===== src/rtl/mem_stage.sv =====
// Memory-access stage: issues data-memory req/ack transactions and formats load data for writeback.
// Latency: non-memory ops 1 cycle; memory ops 1 cycle after the cycle dm_ack_i is seen (2 minimum).
// Backpressure: stall_o is high while a bus request is outstanding; EX must hold its instruction.
module mem_stage #(
    parameter int unsigned ACK_TIMEOUT = 255
) (
    input  logic        clk,
    input  logic        rst_n,
    input  logic        ex_valid_i,
    input  logic [31:0] alu_i,
    input  logic [31:0] rs2_i,
    input  logic        mem_rd_i,
    input  logic        mem_wr_i,
    input  logic [2:0]  funct3_i,
    input  logic        wb_mem_sel_i,
    output logic        stall_o,
    output logic        dm_req_o,
    output logic        dm_we_o,
    output logic [31:0] dm_addr_o,
    output logic [31:0] dm_wdata_o,
    output logic [3:0]  dm_be_o,
    input  logic        dm_ack_i,
    input  logic [31:0] dm_rdata_i,
    output logic        wb_valid_o,
    output logic [31:0] alu_o,
    output logic [31:0] d_mem_o,
    output logic        wb_mem_sel_o,
    output logic        misalign_o,
    output logic        bus_err_o
);

    typedef enum logic {IDLE, REQ} state_t;

    localparam logic [15:0] TO_LAST = 16'(ACK_TIMEOUT - 1);

    state_t      state;
    logic [15:0] to_cnt;
    logic [31:0] addr_q;
    logic [31:0] wdata_q;
    logic [31:0] alu_q;
    logic [3:0]  be_q;
    logic        we_q;
    logic        rd_q;
    logic        sel_q;
    logic [2:0]  f3_q;
    logic [1:0]  off_q;

    logic        is_b;
    logic        is_h;
    logic        is_w;
    logic        mem_op;
    logic        misaligned;
    logic [3:0]  be_new;
    logic [31:0] wdata_new;

    // funct3[1:0] encodes the size; 10 and 11 (including unlisted codes) both mean word.
    assign is_b   = (funct3_i[1:0] == 2'b00);
    assign is_h   = (funct3_i[1:0] == 2'b01);
    assign is_w   = ~is_b & ~is_h;
    assign mem_op = mem_rd_i | mem_wr_i;

    assign misaligned = (is_h & alu_i[0]) | (is_w & (|alu_i[1:0]));

    always_comb begin
        be_new    = 4'b1111;
        wdata_new = rs2_i;
        if (!mem_rd_i) begin
            if (is_b) begin
                be_new    = 4'b0001 << alu_i[1:0];
                wdata_new = {4{rs2_i[7:0]}};
            end else if (is_h) begin
                be_new    = alu_i[1] ? 4'b1100 : 4'b0011;
                wdata_new = {2{rs2_i[15:0]}};
            end
        end
    end

    function automatic logic [31:0] fmt_load(input logic [31:0] d,
                                             input logic [1:0]  off,
                                             input logic [2:0]  f3);
        logic [7:0]  b;
        logic [15:0] h;
        logic [31:0] r;
        b = d[{off, 3'b000} +: 8];
        h = off[1] ? d[31:16] : d[15:0];
        case (f3)
            3'b000:  r = {{24{b[7]}}, b};
            3'b100:  r = {24'b0, b};
            3'b001:  r = {{16{h[15]}}, h};
            3'b101:  r = {16'b0, h};
            default: r = d;
        endcase
        return r;
    endfunction

    always_ff @(posedge clk or negedge rst_n) begin
        if (!rst_n) begin
            state        <= IDLE;
            to_cnt       <= '0;
            addr_q       <= '0;
            wdata_q      <= '0;
            alu_q        <= '0;
            be_q         <= '0;
            we_q         <= 1'b0;
            rd_q         <= 1'b0;
            sel_q        <= 1'b0;
            f3_q         <= '0;
            off_q        <= '0;
            wb_valid_o   <= 1'b0;
            alu_o        <= '0;
            d_mem_o      <= '0;
            wb_mem_sel_o <= 1'b0;
            misalign_o   <= 1'b0;
            bus_err_o    <= 1'b0;
        end else begin
            wb_valid_o <= 1'b0;
            misalign_o <= 1'b0;
            bus_err_o  <= 1'b0;
            case (state)
                IDLE: begin
                    if (ex_valid_i) begin
                        if (!mem_op) begin
                            wb_valid_o   <= 1'b1;
                            alu_o        <= alu_i;
                            wb_mem_sel_o <= wb_mem_sel_i;
                            d_mem_o      <= '0;
                        end else if (misaligned) begin
                            misalign_o <= 1'b1;
                        end else begin
                            state   <= REQ;
                            to_cnt  <= '0;
                            addr_q  <= {alu_i[31:2], 2'b00};
                            wdata_q <= wdata_new;
                            be_q    <= be_new;
                            we_q    <= mem_wr_i;
                            rd_q    <= mem_rd_i;
                            sel_q   <= wb_mem_sel_i;
                            f3_q    <= funct3_i;
                            off_q   <= alu_i[1:0];
                            alu_q   <= alu_i;
                        end
                    end
                end
                REQ: begin
                    // An ack on the expiry cycle still completes normally.
                    if (dm_ack_i) begin
                        state        <= IDLE;
                        to_cnt       <= '0;
                        wb_valid_o   <= 1'b1;
                        alu_o        <= alu_q;
                        wb_mem_sel_o <= sel_q;
                        d_mem_o      <= rd_q ? fmt_load(dm_rdata_i, off_q, f3_q) : 32'h0;
                    end else if (to_cnt == TO_LAST) begin
                        state     <= IDLE;
                        to_cnt    <= '0;
                        bus_err_o <= 1'b1;
                    end else begin
                        to_cnt <= to_cnt + 16'd1;
                    end
                end
                default: state <= IDLE;
            endcase
        end
    end

    assign stall_o    = (state == REQ);
    assign dm_req_o   = (state == REQ);
    assign dm_we_o    = we_q;
    assign dm_addr_o  = addr_q;
    assign dm_wdata_o = wdata_q;
    assign dm_be_o    = be_q;

endmodule


===== config.mk =====
export PLATFORM = sky130hd
export DESIGN_NAME = mem_stage
export DESIGN_NICKNAME = d
export VERILOG_FILES = /design/src/rtl/mem_stage.sv
export SDC_FILE = /design/constraint.sdc
export NUM_CORES = 1
export LEC_CHECK = 0
export BUFFER_PORTS_ARGS = -buffer_cell sky130_fd_sc_hd__buf_2
export CAP_MARGIN = 20
export CORE_MARGIN = 5
export CORE_UTILIZATION = 50
export DETAILED_ROUTE_END_ITERATION = 12
export GPL_TIMING_DRIVEN = 0
export PLACE_DENSITY = 0.78
export SYNTH_ARGS = -nofsm -noshare
export SYNTH_HDL_FRONTEND = slang
export SYNTH_SLANG_ARGS = --single-unit

===== constraint.sdc =====
create_clock -name clk -period 2.2 [get_ports clk]
set_clock_uncertainty 0.15 [all_clocks]
set_input_delay 0.22 -clock clk [delete_from_list [all_inputs] [get_ports clk]]
set_output_delay 0.22 -clock clk [all_outputs]
set_load 0.005 [all_outputs]

Yosys cells after proc, flatten, opt, wreduce, memory -nomap -nowiden
Index checks and enable logic that the tools add are counted.

Add/sub/neg operators: 1. Eq/ne operators: 10. Shift operators: 2. Multiplexer cells: 45. Bitwise logic cells: 9. Reduce and logical (&&, ||, !) cells: 6.

Operators with widths (count): $mux W32 (10); $pmux W32 S2 (2); $pmux W32 S4 (1); $mux W16 (6); $pmux W16 S2 (1); $shiftx A32 B6 Y8 (1); $mux W1 (18); $add A16 B1 Y16 const B (1); $eq A16 B8 Y1 const B (1); $mux W4 (4); $ne A2 B2 Y1 const B (5); $eq A3 B3 Y1 const B (2); $pmux W1 S2 (3); $reduce_and A3 Y1 (2); $not A1 Y1 (4); $reduce_and A4 Y1 (1); $shl A1 B2 Y4 const A (1); $and A1 B1 Y1 (3); $eq A3 B1 Y1 const B (1); $logic_not A3 Y1 (1); $eq A2 B1 Y1 const B (1); $logic_not A2 Y1 (1); $or A1 B1 Y1 (2); $reduce_or A2 Y1 (1).

Register bits after elaboration: 191. Bits of input ports: 106. Output and inout port bits: 139. Logic and storage cells: 90.

Logic depth before layout (Yosys ltp)
Word-level depth: 9. Depth in mapped cells: 7. Mapped depth without buffers: 6.

Worst setup path before layout
No wires, ideal clock.

Kind: reg2reg. Start: reg state, in the netlist dm_req_o. End: reg d_mem_o[25]. Setup time: 0.126 ns. Arrival time: 1.479 ns. Data required time: 1.924 ns. Slack: 0.445 ns. Stages on the path, launching flop included: 6. Path buffers: 2. Period minus slack after synthesis: 1.755 ns. Cells stage by stage: dfrtp_1 > buf_4 > nor4b_2 > a21oi_2 > clkbuf_1 > a221o_1.

Word-level cells in the longest chain between the ends: 3. Elaborated cells between the ends (all ways): 6. Those cells by class: eq/ne: 3; mux: 1; bitwise: 1; reduce/logical: 1.

RTL lines: from (decl) (line 36) `state_t state;`; from (signal assigned) (line 98) `state <= IDLE;`; from (signal assigned) (line 130) `state <= REQ;`; from (signal assigned) (line 147) `state <= IDLE;`; $not A1 Y1 (no line); $ne A2 B2 Y1 (no line); $reduce_and A3 Y1 (no line); to (signal assigned) (line 152) `d_mem_o <= rd_q ? fmt_load(dm_rdata_i, off_q, f3_q) : 32'h0;`; to (decl) (line 26) `output logic [31:0] d_mem_o,`.

Parallel ways exist; a longest one is shown, timed or not. A chain may end at the register's enable or synchronous reset.

Worst setup path after layout
Start: reg state, in the netlist dm_req_o. End: reg alu_o[29].

Word-level cells in the longest chain between the ends: 3. Elaborated cells between the ends (all ways): 6. Those cells by class: eq/ne: 3; mux: 1; bitwise: 1; reduce/logical: 1.

RTL lines: $not A1 Y1 (no line); $ne A2 B2 Y1 (no line); $reduce_and A3 Y1 (no line); to (signal assigned) (line 124) `alu_o <= alu_i;`; to (signal assigned) (line 150) `alu_o <= alu_q;`; to (decl) (line 25) `output logic [31:0] alu_o,`.

Parallel ways exist; a longest one is shown, timed or not.

==> flow_metrics.tcl <==
set metrics [dict create \
    status "finished clean" \
    min_path_cells 3 \
    ys_warn_count 0 \
    crit_chain "buf_4 > a21oi_2 > buf_1 > nand2_1 > o21ai_1" \
    insertion_delay_ns 0.43 \
    design_area_um2 10800 \
    setup_slack_ns 0.183 \
    cp_slowest_stage_delay_ns 0.50 \
    num_io_pins 245 \
    die_h_um 135 \
    cts_max_level 4 \
    p_sw_uw 3190 \
    clkPwrFrac_pct 31.2 \
    syn2layout_area_growth_pct 38.9 \
    die_x_um 135 \
    dr.pass1.iters 5 \
    grt_overflow 0 \
    finalHoldViolCount 0 \
    cts_setup_buffers 0 \
    wl_per_cell_um 18.3 \
    ys_seq_elements 159 \
    placed_area_um2 9250 \
    first_iter_violations 437 \
    max_cap_violations 0 \
    synthCells 799 \
    grt_pass1_wl_mm 39.8 \
    wirelength_mm 24.8 \
    clk_path_buf_depth 2 \
    rsz0062_at_grt "false" \
    fin_crit_ns 2.02 \
    vias_per_cell 5.49 \
    synth_edf_count 0 \
    pwr-share-seq_pct 40.5 \
    avgSynthCellArea_um2 9.72 \
    crit_type "reg -> reg" \
    min_period_over_period_pct 91.7 \
    clock-sinks 159 \
    drc 0 \
    placementRows 45 \
    hold_path_class "in -> reg" \
    drive_above_1_share_pct 31.4 \
    nNetsFinal 1260 \
    seq_area_frac_synth_pct 51.2 \
    port_buffers 240 \
    syn_area_um2 7770 \
    dp_slack_ns 0.136 \
    fmax_mhz 496 \
    required_ns 2.39 \
    ys_async_sr_fraction_pct 100 \
    swShare_pct 32.0 \
    synth_cell_types 64 \
    crit_fanout 10 \
    r2r_cells 5 \
    critPathArrivalTime_ns 2.21 \
    antenna_found_initial 0 \
    p_int_uw 6780 \
    p_per_area_nw_per_um2 924 \
    crit_path_top_delay_cell "a21oi_2" \
    cts_tree "yes" \
    grt_max_degree 84 \
    p_leak_uw 0.00550 \
    relSlewSlack_pct 60.3 \
    worstMarginPinSlew_ns 0.596 \
    gp_congestion 0.901 \
    postRouteAntennaNets 0 \
    dp_hpwl_mm 16.8 \
    path_delay_family "buffers and inverters" \
    synth_flop_cell "dfrtp_1" \
    vdd_drop_max_mv 0.588 \
    cts_made_buffers 17 \
    fin_total_pwr_uw 9980 \
    path_buf_inv 2 \
    start_util_pct 51.1 \
    root_buffer "clkbuf_16" \
    slew_violations 0 \
    whs_ns 0.0232 \
    startpoint_type "register" \
    cp_num_cells 5 \
    grt_usage_pct 27.7 \
    core_area_um2 15200 \
    endpoint_kind "register" \
    power_frac_comb_pct 28.3 \
    path_clk_slew_ns 0.07 \
    vias 7438 \
    setup_viol 0 \
    grt_pass1_vias 7551 \
    die_area_um2 18100 \
]
==> per-stage QoR <==
| stage | std cells | util (%) | TNS [ns] |
|---|---|---|---|
| floorplan | 800 | - | 0 |
| global placement | 1228 | 60.6 | -265.04 |
| detailed placement | 1229 | 60.8 | 0 |
| CTS | 1353 | 71.0 | 0 |
| global route | 1353 | 71.0 | 0 |
| finish | 1354 | 71.0 | 0 |
==> registers in the layout, summed over array words and instances (netlist names) <==
| name | cells |
|---|---|
| d_mem_o | 32 |
| bus_err_o | 1 |
| sel_q | 1 |
| wb_valid_o | 1 |
| wb_mem_sel_o | 1 |
| alu_q | 32 |
| alu_o | 32 |
| f3_q | 3 |
| to_cnt | 16 |
| dm_wdata_o | 32 |
| dm_be_o | 4 |
| misalign_o | 1 |
| dm_we_o | 1 |
| dm_req_o | 1 |
| rd_q | 1 |
==> final timing paths <==
check | endpoint | from | slack (ns)
hold reg to reg | dm_we_o | dm_we_o | 0.33
setup / recovery | alu_o[29] | dm_req_o | 0.18
hold / removal | d_mem_o[9] | dm_rdata_i[9] | 0.02
min in group asynchronous | dm_wdata_o[23] | rst_n | 0.20
setup reg to reg | alu_o[29] | dm_req_o | 0.18
max in group asynchronous | d_mem_o[18] | rst_n | 0.88
==> cells by family after synthesis <==
| family | synth area share, % |
|---|---|
| adders and majority gates | 0.322 |
| DFF | 51.2 |
| and+or+nand+nor | 17.4 |
| buffers and inverters | 7.26 |
| muxes | 9.02 |
| AOI/OAI and AO/OA | 14.6 |
| other | 0.0483 |
| xor gates and xnor gates | 0.113 |
==> area by class of cell <==
class	instances	area [um2]
Timing Repair Buffer	333	2160
Tap cell	188	235
Sequential cell	159	3980
Buffer	88	546
Inverter	5	18.8
Clock buffer	17	425
Antenna cell	1	2.50
Clock inverter	15	196
Multi-Input combinational cell	548	3230
Fill cell	1103	4410
==> layer usage <==
layer / part of all wire (%) / global-route usage (%) / up-vias
li1: - / - / 3449
met1: 41 / 34.9 / 3582
met2: 49 / 46.1 / 341
met3: 7.6 / 7.08 / 66
met4: 3.1 / 10.2 / 0
met5: 0 / 0 / -
==> worst register-to-register path, cell delays in order, from the launching register on <==
cell and delay [ns]:
dfrtp_1 0.39, buf_4 0.17, a21oi_2 0.50, buf_1 0.50
nand2_1 0.11, o21ai_1 0.11
==> synth_stat cells (all sizes together), types with 5 or more instances <==
master  count  area (um2)
nand2     229         860
dfrtp     159        3980
o21ai      89         449
buf        70         478
mux2i      61         614
a21oi      22         118
clkbuf     18        67.6
a221o      16         160
nand2b     11        68.8
nor2       11        46.3
a31oi      10        68.8
a32o        8        80.1
and2        8        50.1
nand3       8        40.0
a211oi      7        52.6
nand4       7        43.8
inv         5        18.8
mux2        5        63.8
nor3        5        30.0
==> power groups by stage <==
| stage | Clock (uW) | Combinational [uW] | Sequential [uW] |
|---|---|---|---|
| after floorplan | 0 | 1410 | 4040 |
| after global placement | 0 | 2590 | 4040 |
| after detailed placement | 0 | 2650 | 4060 |
| after CTS | 3170 | 2790 | 4020 |
| after global routing | 3290 | 3130 | 4110 |
| final | 3120 | 2820 | 4040 |
==> cell usage in the layout, fill, tap and decap left out, types with 3 or more instances in the layout <==
| cell type | n |
|---|---|
| a211oi_1 | 7 |
| a21o_1 | 4 |
| a21oi_1 | 20 |
| a221o_1 | 16 |
| a22o_1 | 3 |
| a31oi_1 | 9 |
| a32o_1 | 8 |
| and2_1 | 8 |
| and4_1 | 3 |
| buf_2 | 267 |
| buf_4 | 34 |
| buf_6 | 7 |
| bufinv_16 | 3 |
| clkbuf_1 | 17 |
| clkbuf_16 | 17 |
| clkinvlp_4 | 3 |
| dfrtp_1 | 159 |
| dlygate4sd3_1 | 92 |
| inv_1 | 3 |
| inv_6 | 5 |
| mux2_2 | 3 |
| mux2i_1 | 60 |
| nand2_1 | 229 |
| nand2b_1 | 11 |
| nand3_1 | 8 |
| nand4_1 | 7 |
| nor2_1 | 9 |
| nor3_1 | 4 |
| o21ai_0 | 18 |
| o21ai_1 | 70 |
| o31ai_1 | 4 |
| or3_1 | 3 |
==> repair_timing <==
item,CTS,global route
endpoints found under the setup margin,0,1
endpoints found under the hold margin,198,0
hold buffers,92,0
resized for setup,0,1
Power figures use the tool's default switching activity.
